<file path="src/rtl/apb_pkg.sv">
// Shared types and helpers for the parameterised APB memory slave.
//   apb_state_e   : transfer FSM states
//   APB_MAX_WAIT  : largest supported wait-state count (4-bit counter)
//   APB_OKAY/ERR  : pslave_error encodings
//   apb_addr_err  : out-of-range / misaligned decode for a byte address
package apb_pkg;

   typedef enum logic [1:0] {IDLE, ACCESS, DONE} apb_state_e;

   localparam int   APB_MAX_WAIT = 15;
   localparam logic APB_OKAY     = 1'b0;
   localparam logic APB_ERR      = 1'b1;

   // Returns 1 when the word index is outside the memory or the address is
   // not aligned to the data width. addr is zero-extended by the caller.
   function automatic logic apb_addr_err(input logic [31:0] addr,
                                         input int unsigned addr_w,
                                         input int unsigned data_w,
                                         input int unsigned depth);
      logic [31:0] a;
      logic [31:0] idx;
      logic [31:0] amask;
      int unsigned align;
      align = (data_w == 32) ? 2 : (data_w == 16) ? 1 : 0;
      a     = (addr_w < 32) ? (addr & ((32'h1 << addr_w) - 32'h1)) : addr;
      idx   = a >> align;
      amask = (32'h1 << align) - 32'h1;
      return (idx >= depth) || ((a & amask) != 32'h0);
   endfunction

endpackage

</file>
<file path="src/rtl/apb_byte_ram.sv">
// DEPTH x DATA_WIDTH register array with per-byte write enables.
//   clk, rst_n : clock, synchronous active-low clear of every word
//   we/waddr/wstrb/wdata : byte-lane write port
//   raddr/rdata          : asynchronous read port
module apb_byte_ram #(
   parameter int DATA_WIDTH = 32,
   parameter int DEPTH      = 32,
   parameter int IDX_W      = 5
) (
   input  logic                    clk,
   input  logic                    rst_n,
   input  logic                    we,
   input  logic [IDX_W-1:0]        waddr,
   input  logic [DATA_WIDTH/8-1:0] wstrb,
   input  logic [DATA_WIDTH-1:0]   wdata,
   input  logic [IDX_W-1:0]        raddr,
   output logic [DATA_WIDTH-1:0]   rdata
);

   localparam int NB = DATA_WIDTH / 8;

   logic [DATA_WIDTH-1:0] mem [DEPTH];

   always_ff @(posedge clk) begin
      if (!rst_n) begin
         for (int i = 0; i < DEPTH; i++) mem[i] <= '0;
      end else if (we) begin
         for (int b = 0; b < NB; b++)
            if (wstrb[b]) mem[waddr][b*8 +: 8] <= wdata[b*8 +: 8];
      end
   end

   assign rdata = mem[raddr];

endmodule

</file>
<file path="src/rtl/apb_mem_slave_param.sv">
// Parameterised APB4 memory slave with byte strobes, configurable wait
// states and pslave_error on out-of-range or misaligned accesses.
//   pclk, presetn            : clock, synchronous active-low reset
//   paddr/pselx/penable/pwrite/pwdata/pstrb : APB request
//   prdata/pready/pslave_error              : registered APB response
module apb_mem_slave_param
   import apb_pkg::*;
#(
   parameter int ADDR_WIDTH  = 8,
   parameter int DATA_WIDTH  = 32,
   parameter int DEPTH       = 32,
   parameter int WAIT_STATES = 0
) (
   input  logic                    pclk,
   input  logic                    presetn,
   input  logic [ADDR_WIDTH-1:0]   paddr,
   input  logic                    pselx,
   input  logic                    penable,
   input  logic                    pwrite,
   input  logic [DATA_WIDTH-1:0]   pwdata,
   input  logic [DATA_WIDTH/8-1:0] pstrb,
   output logic [DATA_WIDTH-1:0]   prdata,
   output logic                    pready,
   output logic                    pslave_error
);

   localparam int NB     = DATA_WIDTH / 8;
   localparam int ALIGN  = $clog2(NB);
   localparam int IDX_W  = (DEPTH > 1) ? $clog2(DEPTH) : 1;
   localparam int WS_EFF = (WAIT_STATES > APB_MAX_WAIT) ? APB_MAX_WAIT : WAIT_STATES;

   apb_state_e            state;
   logic [3:0]            wcnt;
   logic [IDX_W-1:0]      lat_idx;
   logic                  lat_write;
   logic                  lat_err;
   logic [DATA_WIDTH-1:0] lat_wdata;
   logic [NB-1:0]         lat_strb;

   logic                  in_err;
   logic [IDX_W-1:0]      in_idx;
   logic [IDX_W-1:0]      rd_idx;
   logic [DATA_WIDTH-1:0] rd_word;
   logic                  ram_we;

   assign in_err = apb_addr_err(32'(paddr), ADDR_WIDTH, DATA_WIDTH, DEPTH);
   assign in_idx = IDX_W'(paddr >> ALIGN);

   // With zero wait states the response is built from the live setup-phase
   // address; afterwards only the latched index is used.
   assign rd_idx = (state == ACCESS) ? lat_idx : in_idx;

   // Memory commits on the completion edge only, and never for an error.
   assign ram_we = (state == ACCESS) && pselx && penable && pready &&
                   lat_write && !lat_err;

   apb_byte_ram #(
      .DATA_WIDTH (DATA_WIDTH),
      .DEPTH      (DEPTH),
      .IDX_W      (IDX_W)
   ) u_ram (
      .clk   (pclk),
      .rst_n (presetn),
      .we    (ram_we),
      .waddr (lat_idx),
      .wstrb (lat_strb),
      .wdata (lat_wdata),
      .raddr (rd_idx),
      .rdata (rd_word)
   );

   always_ff @(posedge pclk) begin
      if (!presetn) begin
         state        <= IDLE;
         pready       <= 1'b0;
         prdata       <= '0;
         pslave_error <= APB_OKAY;
         wcnt         <= '0;
         lat_idx      <= '0;
         lat_write    <= 1'b0;
         lat_err      <= 1'b0;
         lat_wdata    <= '0;
         lat_strb     <= '0;
      end else begin
         case (state)
            IDLE, DONE: begin
               state        <= IDLE;
               pready       <= 1'b0;
               prdata       <= '0;
               pslave_error <= APB_OKAY;
               if (pselx && !penable) begin
                  state     <= ACCESS;
                  wcnt      <= 4'(WS_EFF);
                  lat_idx   <= in_idx;
                  lat_write <= pwrite;
                  lat_err   <= in_err;
                  lat_wdata <= pwdata;
                  lat_strb  <= pstrb;
                  if (WS_EFF == 0) begin
                     pready       <= 1'b1;
                     pslave_error <= in_err ? APB_ERR : APB_OKAY;
                     prdata       <= (!pwrite && !in_err) ? rd_word : '0;
                  end
               end
            end
            ACCESS: begin
               if (!pselx) begin
                  state        <= IDLE;
                  pready       <= 1'b0;
                  prdata       <= '0;
                  pslave_error <= APB_OKAY;
               end else if (penable) begin
                  if (pready) begin
                     state        <= DONE;
                     pready       <= 1'b0;
                     prdata       <= '0;
                     pslave_error <= APB_OKAY;
                  end else begin
                     // Response lands on the edge that takes the count 1 -> 0.
                     wcnt <= wcnt - 4'd1;
                     if (wcnt <= 4'd1) begin
                        pready       <= 1'b1;
                        pslave_error <= lat_err ? APB_ERR : APB_OKAY;
                        prdata       <= (!lat_write && !lat_err) ? rd_word : '0;
                     end
                  end
               end
            end
            default: state <= IDLE;
         endcase
      end
   end

endmodule

</file>
<file path="config.mk">
export PLATFORM = sky130hd
export DESIGN_NAME = apb_mem_slave_param
export DESIGN_NICKNAME = d
export VERILOG_FILES = /design/src/rtl/apb_pkg.sv /design/src/rtl/apb_byte_ram.sv /design/src/rtl/apb_mem_slave_param.sv
export SDC_FILE = /design/constraint.sdc
export NUM_CORES = 2
export LEC_CHECK = 0
export BUFFER_PORTS_ARGS = -buffer_cell sky130_fd_sc_hd__buf_4
export CAP_MARGIN = 20
export CELL_PAD_IN_SITES_DETAIL_PLACEMENT = 0
export CELL_PAD_IN_SITES_GLOBAL_PLACEMENT = 2
export CORE_ASPECT_RATIO = 2
export CORE_MARGIN = 3
export CORE_UTILIZATION = 40
export CTS_BUF_LIST = sky130_fd_sc_hd__clkbuf_2 sky130_fd_sc_hd__clkbuf_4 sky130_fd_sc_hd__clkbuf_8
export DETAILED_ROUTE_END_ITERATION = 10
export PLACE_DENSITY = 0.75
export RECOVER_POWER = 25
export REMOVE_ABC_BUFFERS = 1
export SLEW_MARGIN = 10
export SYNTH_ARGS = -nofsm -noshare
export SYNTH_HDL_FRONTEND = slang
export SYNTH_SLANG_ARGS = --single-unit
</file>
<file path="constraint.sdc">
create_clock -name pclk -period 2.65 [get_ports pclk]
set_clock_uncertainty 0.1 [all_clocks]
set_input_delay 0.1325 -clock pclk [delete_from_list [all_inputs] [get_ports pclk]]
set_output_delay 0.1325 -clock pclk [all_outputs]
set_load 0.005 [all_outputs]
</file>
Word level (Yosys, flattened, before mapping)
Memories as Yosys holds them, arrays and structs flattened.
Cells that the tools add are included.
{ "word_totals": {"ff_bits": 83, "mem_bits_rw": 1024, "input_bits": 49, "output_inout_bits": 34, "mem_count": 1} }
{ "mem_list": {"columns": ["memory", "words", "word_bits", "rd", "rd_clocked_by_memory_dff", "wr", "line_no", "rtl"], "rows": [
  ["u_ram.mem", 32, 32, 1, 0, 32, "apb_byte_ram.sv:22", "logic [DATA_WIDTH-1:0] mem [DEPTH];"]
]} }
{ "op_classes": {"n_addsub": 1, "magnitude_cmp": 2, "n_eq_ne": 9, "n_mux": 53, "n_reduce_logical": 24} }
{ "op_table": {"columns": ["operator", "n"], "rows": [
  ["2-to-1 mux 32 bit", 8],
  ["one-hot mux 32 bit (2 select lines)", 1],
  ["nonzero test 32 bit", 1],
  ["OR reduction 32 bit", 1],
  ["2-to-1 mux 1 bit", 30],
  ["2-to-1 mux 4 bit", 5],
  ["2-to-1 mux 5 bit", 2],
  ["logical AND 1 bit", 8],
  ["!= test 2 bit, second input constant", 4],
  ["one-hot mux 4 bit (2 select lines)", 1],
  [">= comparator 6 bit, second input constant", 1],
  ["2-to-1 mux 2 bit", 3],
  ["!= test 3 bit, second input constant", 2],
  ["AND reduction 2 bit", 3],
  ["logical NOT 1 bit", 5],
  ["AND reduction 5 bit", 1],
  ["less-or-equal comparator 4 x 1 -> 1 bit, second input constant", 1],
  ["!= test 4 x 3 -> 1 bit, second input constant", 1],
  ["one-hot mux 1 bit (2 select lines)", 2],
  ["one-hot mux 2 bit (2 select lines)", 1],
  ["subtractor 4 x 1 -> 4 bit, second input constant", 1],
  ["AND reduction 3 bit", 1],
  ["equality test 2 x 1 -> 1 bit, second input constant", 1],
  ["equality test 2 bit, second input constant", 1],
  ["other kinds (4)", 4]
]} }

Depth between registers and ports, before layout
{ "logic_depth": {"ltp_word": 11, "mapped_depth": 10, "depth_no_buf": 8} }

By module
A second synthesis with hierarchy kept.
{ "unflattened": {"cells_unflattened": 3967, "hier_area_um2": 50787.5} }
{ "modules_own_cells": {"columns": ["mod", "instances", "cells_per_inst", "area_per_inst_um2", "seq_area_each_um2"], "rows": [
  ["apb_byte_ram", 1, 3649, 47837.1, 30749.5],
  ["apb_mem_slave_param", 1, 318, 2950.3, 1661.6]
]} }

Worst setup path after synthesis
No wires, ideal clock.
{ "synth_timing": {"path_kind": "reg2reg", "start": "register state[1]", "end": "memory u_ram.mem[11][0], enable pin", "setup_ps": 384, "arrival_time_ps": 1955, "t_required_ps": 2166, "setup_slack_ps": 211, "path_stages_with_launch": 8, "synth_period_minus_slack_ps": 2439, "cell_sequence": "dfxtp_1 nor2b_1 buf_2 and3_1 and2_1 nand2_1 clkbuf_1 o21ai_0"} }
{ "synth_rtl": {"columns": ["item", "line_no", "rtl"], "rows": [
  ["start: declaration", "apb_mem_slave_param.sv:32", "apb_state_e state;"],
  ["start signal: assignment", "apb_mem_slave_param.sv:74", "state <= IDLE;"],
  ["start signal: assignment", "apb_mem_slave_param.sv:87", "state <= IDLE;"],
  ["start signal: assignment", "apb_mem_slave_param.sv:92", "state <= ACCESS;"],
  ["end: declaration", "apb_byte_ram.sv:22", null]
]} }

Final worst setup path
{ "layout_timing": {"start": "register state[0]", "end": "register prdata[19]"} }
{ "layout_via": {"elab_chain_cells": 9, "elab_cells_between_ends": 18, "cone_classes": "eq/ne: 4; mux: 9; reduce/logical: 4; memory: 1"} }
{ "layout_lines": {"columns": ["item", "line_no", "rtl"], "rows": [
  ["equality test 2 x 1 -> 1 bit", "apb_mem_slave_param.sv:51, apb_mem_slave_param.sv:85", null],
  ["2-to-1 mux 5 bit", "apb_mem_slave_param.sv:51", "assign rd_idx = (state == ACCESS) ? lat_idx : in_idx;"],
  ["memory read (32 x 32 bit)", null, null],
  ["2-to-1 mux 32 bit", "apb_mem_slave_param.sv:124", "prdata <= (!lat_write && !lat_err) ? rd_word : '0;"],
  ["2-to-1 mux 32 bit", "apb_mem_slave_param.sv:121", "if (wcnt <= 4'd1) begin"],
  ["2-to-1 mux 32 bit", "apb_mem_slave_param.sv:113", "if (pready) begin"],
  ["2-to-1 mux 32 bit", "apb_mem_slave_param.sv:112", "end else if (penable) begin"],
  ["2-to-1 mux 32 bit", "apb_mem_slave_param.sv:107", "if (!pselx) begin"],
  ["one-hot mux 32 bit (2 select lines)", "apb_mem_slave_param.sv:85", "case (state)"],
  ["end signal: assignment", "apb_mem_slave_param.sv:102", "prdata <= (!pwrite && !in_err) ? rd_word : '0;"],
  ["end signal: assignment", "apb_mem_slave_param.sv:124", null],
  ["end: declaration", "apb_mem_slave_param.sv:22", "output logic [DATA_WIDTH-1:0] prdata,"]
]} }
Several ways; a longest one is shown, not always the timed one. The select of a mux whose other input is x is not followed.
A chain may end at the register's enable or synchronous reset.

==> out/results.ini <==
[detailed_routing]
drc=0
drtIter0Drc=1906
viasPerCell=5.325
num_vias=34403
wl_per_cell_um=24.95
drt_pass1_iterations=5
ant_nets=0
wl_um=161200

[sta]
maxSlewViolCount=0
rsz0062_at_grt=yes
setup_viol=0
hold-worst-slack_ns=0.1713
fmax_mhz=380.5
hold_violations=0
setup_tns_ns=0
fin_crit_ns=2.628
tightest_slew_ns=1.456
finalCritPeriodShare_pct=99.18
relSlewSlack_pct=2.928

[worst_setup_path]
crit_family=simple AND/OR/NAND/NOR gates
cpPeakStageDelay_ns=0.51
slowest_stage=nor3_1
timing.rr.start=state[0]$_SDFFE_PN0P_
cp.arrival_ns=3.22
crit_path_end_kind=flip-flop
cp_cell_sequence=buf_4 > nor4bb_1 > buf_4 > a31oi_2 > buf_4 > nor3_1 > a2111oi_2 > a22oi_1 > o211ai_1
start_kind=flip-flop
startpoint=state[0]$_SDFFE_PN0P_
critPathBufInv=3
crit_top_cell=buf_4
criticalPathCategory=flip-flop to flip-flop
crit_required_ns=3.24
cp_max_fo=11

[synth]
yosys.area_share.simple_pct=16.53
synth_top_area_share_pct=59.07
muxShareOfSynthArea_pct=8.172
synth_top_family_by_area=simple AND/OR/NAND/NOR gates
synth_compound_area_share_pct=9.684
ys_types=55
synth_fa_ha_area_share_pct=0.04807
synth_cells=4172
yosys-top-cells-area=edfxtp_1 59%, and2_1 12%, mux2i_1 8.1%
synth-seq-area-share_pct=62.26
syn_area_per_cell_sq_um=12.48
ys.flop_type=edfxtp_1
synth_seq_cells=1107
yosys_warnings=0
syn_area_sq_um=52060
synth_xor_area_share_pct=0.03365
synth.most_common_cell=and2_1
synth-edff-count=1024
synthArstFlopShare_pct=0
synthTopCellsByCount=1026 x and2_1, 1024 x edfxtp_1, 420 x mux2i_1, 261 x nand2_1, 224 x clkbuf_1
yosysTopAreaCell=edfxtp_1

[placed_design]
place_hpwl_um=110900
portBuffers=82
dp.cells=6014
gp_congestion=0.9026

[power]
p_per_area_nw_per_um2=608.6
irDropWorstVdd_uv=444.0
power_leakage_nw=23.16

[floorplanning]
dieArea_sq_um=134800
placementRows=186
ios=83
core_sq_um=128900
die_w_um=261.1
start_util_pct=40.38
die_y_um=516.2

[cells_and_area]
fill_cells=11675
post-route-util_pct=48.12
drive_above_1_share_pct=17.41
area_growth_pct=19.17
regArea_sq_um=32410
final_cell_count_no_fill=6461
nNetsFinal=4682
multi_input_area_sq_um=18200

[clock_network]
cts_tree=built
htree_levels=4
clkLatencyLatePin_ns=0.85
clk_pin_slew_ns=0.06
cts-root-buf=clkbuf_8
cts_sinks=1107
cts.path.max_buffers=3
numCtsBuffers=160

[outcome]
status=finished, final reports clean

[global_route]
gr-total-overflow=0
top_usage_layer=met2
grt_usage_pct=24.04
grt_pass1_vias=35591
met1_usage_pct=25.21
antenna_found_initial=7
grt_pass1_wl_um=234100
use_met3_pct=3.176
met2_usage_pct=45.25
grt_max_degree=104

[hold_path]
min-delay-start=penable
hold_class=primary input to flip-flop

[job]
drv_cap=0

## layout by cell type (no fill, tap or decap), types with 4 or more instances in the layout
master and n:
nand2_1 256, mux2i_1 419, clkinvlp_4 8, o22ai_1 64, inv_1 70, buf_12 49
nor3_1 34, clkinv_1 33, o21ai_0 141, dfxtp_1 81, a211oi_1 117, and3_1 4
and2_1 1026, bufinv_16 10, o221ai_1 63, a22oi_2 5, edfxtp_1 1024, a22oi_1 27
nand2_2 5, clkbuf_1 16, a2111oi_2 30, dlygate4sd3_1 138, clkinv_2 18, nor2b_1 4
a21boi_0 42, o211ai_1 31, clkbuf_8 169, o21ai_1 23, inv_6 6, a211oi_2 11
buf_4 400, nor2_1 204, nand2b_1 4, a32oi_1 96, clkbuf_4 69
## power breakdown
group	internal [mW]	total (mW)	switching [mW]	leakage, nW
registers	19.6	19.8	0.214	11.3
clock network	7.67	14.4	6.75	1.76
logic	1.35	3.54	2.19	10.1
total	28.6	37.8	9.15	23.2
## per-stage QoR
step                cell area (sq um)  total power [mW]  worst slack, ns
floorplan                       50620             22.30           -14.26
global placement                57050             23.48          -0.1694
detailed placement              57050             23.51          -0.1791
CTS                             61880             38.07        -0.009329
global route                    62040             39.04        -0.005346
finish                          62040             37.75          0.02176
## final cells by class
cell class / count / area share, %
sequential: 1107 / 52.25
multi-input combinational: 2665 / 29.34
timing repair buffer: 627 / 9.143
clock buffer: 221 / 4.379
tap: 1692 / 3.413
clock inverter: 78 / 1.053
inverter: 70 / 0.4235
antenna: 1 / 0.004034
## registers in the layout, indices dropped and copies added, names as in the netlist
register / count
lat_strb: 4
lat_wdata: 32
state: 2
lat_err: 1
u_ram.mem: 1024
lat_write: 1
wcnt: 4
lat_idx: 5
pready: 1
pslave_error: 1
prdata: 32
## cells by family after synthesis
family / count (synthesis)
and+or+nand+nor: 1565
xor gates and xnor gates: 2
adders and majority gates: 2
buffers and inverters: 400
AOI/OAI and AO/OA: 672
muxes: 424
DFF: 1107
## per-layer routing
| layer | vias up | part of all wire, % |
|---|---|---|
| met5 | - | 0.0081 |
| met4 | 2 | 6.6 |
| met3 | 341 | 3.9 |
| met2 | 916 | 54 |
| met1 | 17034 | 35 |
| li1 | 16110 | - |
## what timing repair did
| item | in CTS | in global routing |
|---|---|---|
| endpoints found under the hold margin | 242 | 0 |
| buffers inserted | 0 | 8 |
| hold buffers | 138 | 0 |
| setup endpoints to repair | 21 | 376 |
| resized for setup | 18 | 18 |
| gates cloned | 0 | 1 |
| pin swaps | 0 | 6 |
## worst register-to-register path, cell delays in order (launching register included)
cell and delay (ns):
dfxtp_1 0.37, buf_4 0.16, nor4bb_1 0.33, buf_4 0.18
a31oi_2 0.04, buf_4 0.21, nor3_1 0.53, a2111oi_2 0.13
a22oi_1 0.33, o211ai_1 0.13
## final timing paths
kind	end	slack, ns	depth (start not counted)
max	prdata[19]$_SDFFE_PN0P_	0.02	9
min	state[1]$_SDFFE_PN0P_	0.17	4
max reg2reg	prdata[19]$_SDFFE_PN0P_	0.02	9
min reg2reg	wcnt[1]$_SDFFE_PN0P_	0.44	2
Power figures use the tool's default switching activity.
